[src/rtl/seq_shift_unit.sv]
// Multi-cycle shifter: shifts up to STEP bits per cycle under a valid/ready handshake.
// States: IDLE (accepting) | SHIFT (stepping) | DONE (holding result until out_ready).
module seq_shift_unit #(
  parameter int WIDTH   = 16,
  parameter int SHAMT_W = 4,
  parameter int STEP    = 1
) (
  input  logic               clk,
  input  logic               rst,
  input  logic               clear,
  input  logic               in_valid,
  output logic               in_ready,
  input  logic [WIDTH-1:0]   operand,
  input  logic [SHAMT_W-1:0] shamt,
  input  logic [2:0]         mode,
  output logic               out_valid,
  input  logic               out_ready,
  output logic [WIDTH:0]     result,
  output logic               err
);

  typedef enum logic [1:0] {S_IDLE, S_SHIFT, S_DONE} state_t;

  localparam logic [2:0] M_SRL = 3'd0;
  localparam logic [2:0] M_SLL = 3'd1;
  localparam logic [2:0] M_SRA = 3'd2;
  localparam logic [2:0] M_ROR = 3'd3;
  localparam logic [2:0] M_ROL = 3'd4;
  localparam logic [SHAMT_W-1:0] STEP_C = SHAMT_W'(STEP);

  state_t              r_state, w_state_nxt;
  logic [WIDTH-1:0]    r_work;
  logic [2:0]          r_mode;
  logic [SHAMT_W-1:0]  r_rem;
  logic [WIDTH:0]      r_result;
  logic                r_err;
  logic                r_out_valid;

  logic                w_illegal, w_accept, w_last;
  logic [SHAMT_W-1:0]  w_step, w_ridx, w_lidx;
  logic [WIDTH-1:0]    w_data_nxt;
  logic                w_carry_nxt;

  assign w_illegal = (mode > M_ROL);

  always_ff @(posedge clk or negedge rst) begin
    if (!rst) r_state <= S_IDLE;
    else      r_state <= w_state_nxt;
  end

  always_comb begin
    w_state_nxt = r_state;
    if (clear) begin
      w_state_nxt = S_IDLE;
    end else begin
      case (r_state)
        S_IDLE:  if (in_valid) w_state_nxt = (w_illegal || shamt == '0) ? S_DONE : S_SHIFT;
        S_SHIFT: if (w_last) w_state_nxt = S_DONE;
        S_DONE:  if (out_ready) w_state_nxt = S_IDLE;
        default: w_state_nxt = S_IDLE;
      endcase
    end
  end

  always_comb begin
    in_ready = (r_state == S_IDLE);
    w_accept = (r_state == S_IDLE) && in_valid && !clear;
    w_last   = (r_state == S_SHIFT) && (w_step == r_rem);
  end

  // One step of at most STEP bits; the carry is the last bit pushed past the boundary.
  always_comb begin
    w_step      = (r_rem > STEP_C) ? STEP_C : r_rem;
    w_ridx      = w_step - SHAMT_W'(1);
    w_lidx      = SHAMT_W'(WIDTH) - w_step;
    w_data_nxt  = r_work;
    w_carry_nxt = 1'b0;
    case (r_mode)
      M_SRL: begin
        w_data_nxt  = r_work >> w_step;
        w_carry_nxt = r_work[w_ridx];
      end
      M_SLL: begin
        w_data_nxt  = r_work << w_step;
        w_carry_nxt = r_work[w_lidx];
      end
      M_SRA: begin
        w_data_nxt  = $signed(r_work) >>> w_step;
        w_carry_nxt = r_work[w_ridx];
      end
      M_ROR: begin
        w_data_nxt  = (r_work >> w_step) | (r_work << w_lidx);
        w_carry_nxt = r_work[w_ridx];
      end
      M_ROL: begin
        w_data_nxt  = (r_work << w_step) | (r_work >> w_lidx);
        w_carry_nxt = r_work[w_lidx];
      end
      default: begin
        w_data_nxt  = r_work;
        w_carry_nxt = 1'b0;
      end
    endcase
  end

  always_ff @(posedge clk or negedge rst) begin
    if (!rst) begin
      r_work      <= '0;
      r_mode      <= '0;
      r_rem       <= '0;
      r_result    <= '0;
      r_err       <= 1'b0;
      r_out_valid <= 1'b0;
    end else if (clear) begin
      r_rem       <= '0;
      r_result    <= '0;
      r_err       <= 1'b0;
      r_out_valid <= 1'b0;
    end else if (w_accept) begin
      r_work <= operand;
      r_mode <= mode;
      r_rem  <= shamt;
      if (w_illegal) begin
        r_result    <= '0;
        r_err       <= 1'b1;
        r_out_valid <= 1'b1;
      end else if (shamt == '0) begin
        r_result    <= {1'b0, operand};
        r_err       <= 1'b0;
        r_out_valid <= 1'b1;
      end else begin
        r_err <= 1'b0;
      end
    end else if (r_state == S_SHIFT) begin
      r_work <= w_data_nxt;
      r_rem  <= r_rem - w_step;
      if (w_last) begin
        r_result    <= {w_carry_nxt, w_data_nxt};
        r_out_valid <= 1'b1;
      end
    end else if (r_state == S_DONE && out_ready) begin
      r_out_valid <= 1'b0;
      r_err       <= 1'b0;
    end
  end

  assign out_valid = r_out_valid;
  assign result    = r_result;
  assign err       = r_err;

endmodule

[config.mk]
export PLATFORM = sky130hd
export DESIGN_NAME = seq_shift_unit
export DESIGN_NICKNAME = d
export VERILOG_FILES = /design/src/rtl/seq_shift_unit.sv
export SDC_FILE = /design/constraint.sdc
export NUM_CORES = 1
export LEC_CHECK = 0
export CAP_MARGIN = 10
export CORE_MARGIN = 5
export CORE_UTILIZATION = 40
export CTS_BUF_LIST = sky130_fd_sc_hd__clkbuf_4
export DETAILED_ROUTE_END_ITERATION = 7
export GPL_ROUTABILITY_DRIVEN = 0
export PLACE_DENSITY = 0.59
export SLEW_MARGIN = 20
export SYNTH_ARGS = -nofsm -noshare
export SYNTH_HDL_FRONTEND = slang
export SYNTH_SLANG_ARGS = --single-unit
[constraint.sdc]
create_clock -name clk -period 7.2 [get_ports clk]
set_clock_uncertainty 0.15 [all_clocks]
set_input_delay 1.44 -clock clk [delete_from_list [all_inputs] [get_ports clk]]
set_output_delay 1.44 -clock clk [all_outputs]
set_load 0.05 [all_outputs]
==> results of run 1 <==
-- layout by cell type (no fill, tap or decap), types with 6 or more instances in the layout --
master	Yosys	routed
sky130_fd_sc_hd__clkbuf_4	0	6
sky130_fd_sc_hd__nand2b_1	10	10
sky130_fd_sc_hd__inv_1	9	9
sky130_fd_sc_hd__nand3_1	13	13
sky130_fd_sc_hd__a31oi_1	10	10
sky130_fd_sc_hd__a21oi_1	45	44
sky130_fd_sc_hd__mux2i_1	22	22
sky130_fd_sc_hd__a22oi_1	18	18
sky130_fd_sc_hd__nor2b_1	8	7
sky130_fd_sc_hd__nand2_1	51	51
sky130_fd_sc_hd__o21ai_0	54	53
sky130_fd_sc_hd__o22ai_1	16	16
sky130_fd_sc_hd__nor2_1	31	31
sky130_fd_sc_hd__o211ai_1	12	12
sky130_fd_sc_hd__a211oi_1	11	11
sky130_fd_sc_hd__buf_4	0	7
sky130_fd_sc_hd__mux2_2	7	7
sky130_fd_sc_hd__nor3_1	7	7
sky130_fd_sc_hd__and3_1	6	6
sky130_fd_sc_hd__mux4_2	8	8
sky130_fd_sc_hd__dfrtp_1	44	44
sky130_fd_sc_hd__clkdlybuf4s50_1	0	46
-- power by group through the flow --
stage	clock (mW)	sequential (mW)	combinational, mW
CTS	0.129	0.563	1.02
global placement	0	0.570	1.01
floorplan	0	0.432	0.855
finish	0.126	0.578	1.04
detailed placement	0	0.568	1.02
global route	0.138	0.588	1.13
-- flip-flops by register name, indices dropped and copies added (netlist names) --
register,cells
err,1
result,17
r_mode,3
out_valid,1
r_rem,4
r_state,2
r_work,16
-- synthesized netlist by cell type (all sizes together) (7+ instances only) --
cell type	count
mux4	8
a22oi	18
a211oi	11
o21ai	56
dfrtp	44
nor3	7
buf	22
nand2b	10
a31oi	10
o211ai	12
nand3	13
mux2	7
clkbuf	41
nand2	51
a21oi	45
o22ai	16
mux2i	22
nor2	32
nor2b	8
inv	10
-- cell families after synthesis --
group           share of synthesized area [%]
mux                                      11.8
compound gates                           33.4
fa+ha+maj                               0.922
simple gates                             19.1
flops                                    27.0
buf+inv                                  7.47
xor+xnor                                0.215
other cells                            0.0921
-- worst max-delay path: stages (launching register included) --
cell	delay, ns
sky130_fd_sc_hd__dfrtp_1	0.49
sky130_fd_sc_hd__or4_4	0.84
sky130_fd_sc_hd__inv_2	0.13
sky130_fd_sc_hd__ha_2	0.47
sky130_fd_sc_hd__buf_4	0.45
sky130_fd_sc_hd__mux2_2	0.39
sky130_fd_sc_hd__nand3_1	0.08
sky130_fd_sc_hd__a21oi_1	0.09
sky130_fd_sc_hd__a2111oi_1	0.61
sky130_fd_sc_hd__o31a_1	0.21
sky130_fd_sc_hd__o21ai_0	0.08
-- routing by layer --
layer	wire length [µm]	global-route usage (%)	part of all wire (%)	vias to the layer above
met5	0	0	0	-
met4	213	6.40	1.5	0
met3	1080	2.95	7.8	19
met2	6300	33.9	45	225
met1	6320	33.1	45	2051
li1	-	-	-	1960
-- area by class of cell --
type | instances | share of cell area, %
Timing Repair Buffer | 53 | 11.3
Sequential cell | 44 | 24.2
Multi-Input combinational cell | 408 | 58.8
Clock inverter | 2 | 0.248
Inverter | 10 | 0.825
Clock buffer | 6 | 0.990
Tap cell | 133 | 3.66
-- final timing paths --
| kind | startpoint | to | slack, ns | cells past startpoint |
|---|---|---|---|---|
| max in group asynchronous | rst | r_work[6] | 5.60 | 1 |
| min reg2reg | result[16] | result[16] | 0.35 | 2 |
| max reg2reg | r_rem[2] | result[8] | 3.03 | 10 |
| max | r_rem[2] | result[8] | 3.03 | 10 |
| min | result[16] | result[16] | 0.35 | 2 |
| min in group asynchronous | rst | r_work[11] | 0.90 | 1 |
==> results.md, run 1 <==
- Overall power after layout: 1.74 mW
- Smallest hold slack: 0.347 ns
- Int Power: 0.789 mW
- Startpoint class of the critical path: register
- Leading post-synthesis cells by cell area: sky130_fd_sc_hd__dfrtp_1, sky130_fd_sc_hd__o21ai_0, sky130_fd_sc_hd__a21oi_1, sky130_fd_sc_hd__mux2i_1, sky130_fd_sc_hd__nand2_1
- Reported max-cap violation count: 0
- Placement-stage cell area: 4480 µm²
- Post-Place Worst Slack: 2.58 ns
- Top-area cell type share of the netlist area: 27.0%
- CP required: 7.28 ns
- Highest clock rate: 240 MHz
- DR pass1 iterations: 6
- Residual DRC: 0
- Crit path time final: 4.17 ns
- Total area of multi-input combinational cells: 2680 µm²
- Horizontal die dimension: 111 µm
- Clock Sinks: 44
- Fraction of layout cells with a size suffix above 1: 8.22%
- Total global routing overflow: 0
- Max IR drop VDD: 0.000193 V
- Post-Route WL: 13,900 µm
- Register bit total from synthesis: 44
- Clock tree buffer depth: 2
- Setup tns final: 0 ns
- Number of flops mapped to enable cells by yosys: 0
- Syn_nets: 556
- Synthesized area: 4070 µm²
- Synth Instances: 525
- Unrepaired setup endpoints after global routing: false
- Power per cell area: 382 nW/µm²
- Total I/O pin count: 48
- Sequential element share of the synthesized area: 27.0%
- Final cell count without fillers: 656
- Largest net degree at the start of global routing: 52
- Number of nets still failing antenna checks after routing: 0
- Later-pin clock latency in the skew report: 0.37 ns
- CTS tree: done
- Slew Limit Fails: 0
- Clock Power Share: 7.2%
- Primary FF master, synth: sky130_fd_sc_hd__dfrtp_1
- Fillcell total: 1,002
- Setup ws final: 3.03 ns
- Mean Syn Cell Area: 7.76 µm²
- Number of port buffers: 47
- Post-layout utilization of the core: 46.1%
- Placed insts: 648
- Vias per Instance: 6.49
- Total global-route track usage: 22.3%
- Wire length of the first global-routing pass: 22,800 µm
- Number of hold-repair buffers added at the cts stage: 0
- Final design area excluding fillers: 4550 µm²
- Initial cell density of the core: 41.3%
- Die area: 12,300 µm²
- Std cell rows: 36
- Combinational power share: 59.5%
- Outcome: complete, no violations
- Number of global-route vias before repair: 4,086
- Sequential group share of total power: 33.2%
- FF+latch area: 1100 µm²
- Arrival time of data at the critical path endpoint: 4.25 ns
- Total of warnings raised by yosys: 0
- Floorplan die height: 111 µm
- Half-perimeter wire length after detailed placement: 9260 µm
- Count of vias placed by the detailed router: 4,255
- Worst max-slew margin expressed relative to the limit: 32.9%
- Most area-hungry cell type in the Yosys netlist: sky130_fd_sc_hd__dfrtp_1
- Net switching fraction of the power: 54.7%
- Final Cycle Share: 57.9%
- Net total in the final layout: 553
- Count of cells resized by post-cts repair: 0
- Transition at the pin with the smallest max-transition slack: 1.01 ns
- Maximum fanout count along the critical path: 47
- Count of H-tree levels built during CTS: 2
- Clock buffer count from CTS: 5
- Placeable core region: 9860 µm²
- Class of the worst hold path: reg -> reg
- Diodes inserted: 0
- Root Driver: sky130_fd_sc_hd__clkbuf_4
- Area added between synthesis and finish: 11.7%
- Switching component of the power: 0.951 mW
- Leakage power: 1.71 nW
- Fraction of registers with async set/reset: 100%
- Number of unique standard cell types used by synthesis: 65
- Antenna violations before repair: 0
- Final setup violating endpoints: 0
- Number of post-CTS setup repair buffers: 0
- Kind of critical path: reg -> reg
- Category of the worst setup path capture point: register
- Post-detailed-route wirelength per cell: 21.2 µm
- Clock Pin Slew Worst Setup and Hold Paths: 0.13 ns
- Starting DRC count in detailed routing: 463
- Final Hold Fails: 0
(Power assumes the default switching activity.)
==> run 2: changes to the inputs <==
- clock period: 7.2 -> 4.4 ns (I/O delays scaled with it)
==> run 2 against run 1 <==
Critical path depth shrank 1. Routed wire length grew 3.4%. First-iteration DRC count grew 7.3%. Clock power grew 150%. Sequential share of layout area shrank 0.46 points. Die area is the same. Core utilization grew 0.89 points. Highest routed layer unchanged. Largest cell class unchanged. Sequential cell count is the same.
==> results.md, run 2 (synthesized netlist as in run 1, its figures left out) <==
- Outcome: complete, no violations
- CP required: 4.49 ns
- Post-Route WL: 14,400 µm
- Clock Pin Slew Worst Setup and Hold Paths: 0.14 ns
- Leakage power: 1.77 nW
- Diodes inserted: 0
- Final setup violating endpoints: 0
- Critical Path Start: r_rem[2]
- Final design area excluding fillers: 4640 µm²
- Starting DRC count in detailed routing: 497
- Std cell rows: 36
- Clock tree buffer depth: 2
- Area added between synthesis and finish: 13.9%
- Worst max-slew margin expressed relative to the limit: 34.8%
- Clock Sinks: 44
- Final Cycle Share: 80.1%
- Sum of met2 wire segment lengths after detailed routing: 6590 µm
- Post-detailed-route wirelength per cell: 21.7 µm
- Power per cell area: 645 nW/µm²
- Total global routing overflow: 0
- Number of stages on the worst setup path: 9
- Setup tns final: 0 ns
- Path depth of the worst reg2reg path: 9
- Number of nets still failing antenna checks after routing: 0
- Final Hold Fails: 0
- Number of post-CTS setup repair buffers: 0
- Residual DRC: 0
- Antenna violations before repair: 0
- Vias per Instance: 6.53
- WL met1: 6420 µm
- Number of global-route vias before repair: 4,218
- Category of the worst setup path capture point: register
- Total I/O pin count: 48
- Initial cell density of the core: 41.3%
- Leading cell types in the layout, fill and taps excluded: sky130_fd_sc_hd__o21ai_0, sky130_fd_sc_hd__nand2_1, sky130_fd_sc_hd__clkdlybuf4s50_1
- Slowest stage delay, CP: 0.69 ns
- Cell-by-cell trace of the critical path: or4_4, inv_2, ha_2, mux2_2, nand3_1, a21oi_1, a2111oi_1, o31a_1, o21ai_0
- Bufs and invs on worst path: 1
- Fillcell total: 973
- Count of vias placed by the detailed router: 4,326
- Total global-route track usage: 23.2%
- CTS tree: done
- DR pass1 iterations: 5
- Net total in the final layout: 560
- Arrival time of data at the critical path endpoint: 3.62 ns
- Slew Limit Fails: 0
- Half-perimeter wire length after detailed placement: 9760 µm
- Startpoint class of the critical path: register
- Count of H-tree levels built during CTS: 2
- Highest routed layer: met4
- Maximum fanout count along the critical path: 24
- Wire length of the first global-routing pass: 23,500 µm
- Leading cell type in the layout, fill and taps excluded: sky130_fd_sc_hd__o21ai_0
- Number of port buffers: 47
- Reported max-cap violation count: 0
- Die area: 12,300 µm²
- Number of hold-repair buffers added at the cts stage: 0
- Highest clock rate: 284 MHz
- CP max stage cell: sky130_fd_sc_hd__a2111oi_1
- Kind of cell adding the most delay to the critical path: compound AO/OA/AOI/OAI gates
- Kind of critical path: reg -> reg
- Root Driver: sky130_fd_sc_hd__clkbuf_4
- Floorplan die height: 111 µm
- Horizontal die dimension: 111 µm
- Clock buffer count from CTS: 5
- Largest net degree at the start of global routing: 52
- Unrepaired setup endpoints after global routing: false
- Worst R2R Start: r_rem[2]
- Placement-stage cell area: 4540 µm²
- Count of cells resized by post-cts repair: 0
- Max IR drop VDD: 0.000344 V
- Crit path time final: 3.52 ns
- Fraction of layout cells with a size suffix above 1: 9.07%
- Placeable core region: 9860 µm²
- Transition at the pin with the smallest max-transition slack: 0.978 ns
- Routed wl met3: 1040 µm
- Flip-flop count of the largest register, all copies and words added: 17
- Class of the worst hold path: in -> async
- Later-pin clock latency in the skew report: 0.38 ns
## run 2: report_power, final
group	internal [mW]	total [mW]	switching (mW)
Combinational	0.723	1.73	1.00
Sequential	0.518	0.951	0.433
Clock	0.174	0.314	0.140
Total	1.41	2.99	1.58
## run 2: worst paths after layout
kind	slack, ns	to
hold reg to reg	0.35	result[16]
setup reg to reg	0.88	result[8]
setup / recovery	0.88	result[8]
max in group asynchronous	3.36	result[6]
min in group clk	0.35	result[16]
hold / removal	0.32	r_work[13]
## run 2: layout make-up
type,count,area [µm²],area share (%)
Inverter,10,37.5,0.809
Clock inverter,2,60.1,1.30
Sequential cell,44,1100,23.7
Timing Repair Buffer,60,566,12.2
Tap cell,133,166,3.59
Clock buffer,5,37.5,0.809
Multi-Input combinational cell,408,2670,57.6
## run 2: through the flow
step           setup slack, ns  cells  total power [mW]  utilization, %  hold slack (ns)
2_1_floorplan            0.851    525              2.11               -            0.411
3_3_place_gp             0.845    655              2.61            46.0            0.311
3_5_place_dp             0.761    655              2.62            46.0            0.308
4_1_cts                  0.950    662              2.95            47.0            0.345
5_1_grt                  0.698    662              3.17            47.0            0.371
6_report                 0.876    662              2.99            47.0            0.316
## run 2: metal layers
metal	global-route usage, %	up-vias
met5	0	-
met4	8.13	0
met3	3.77	36
met2	36.1	226
met1	32.6	2082
li1	-	1982
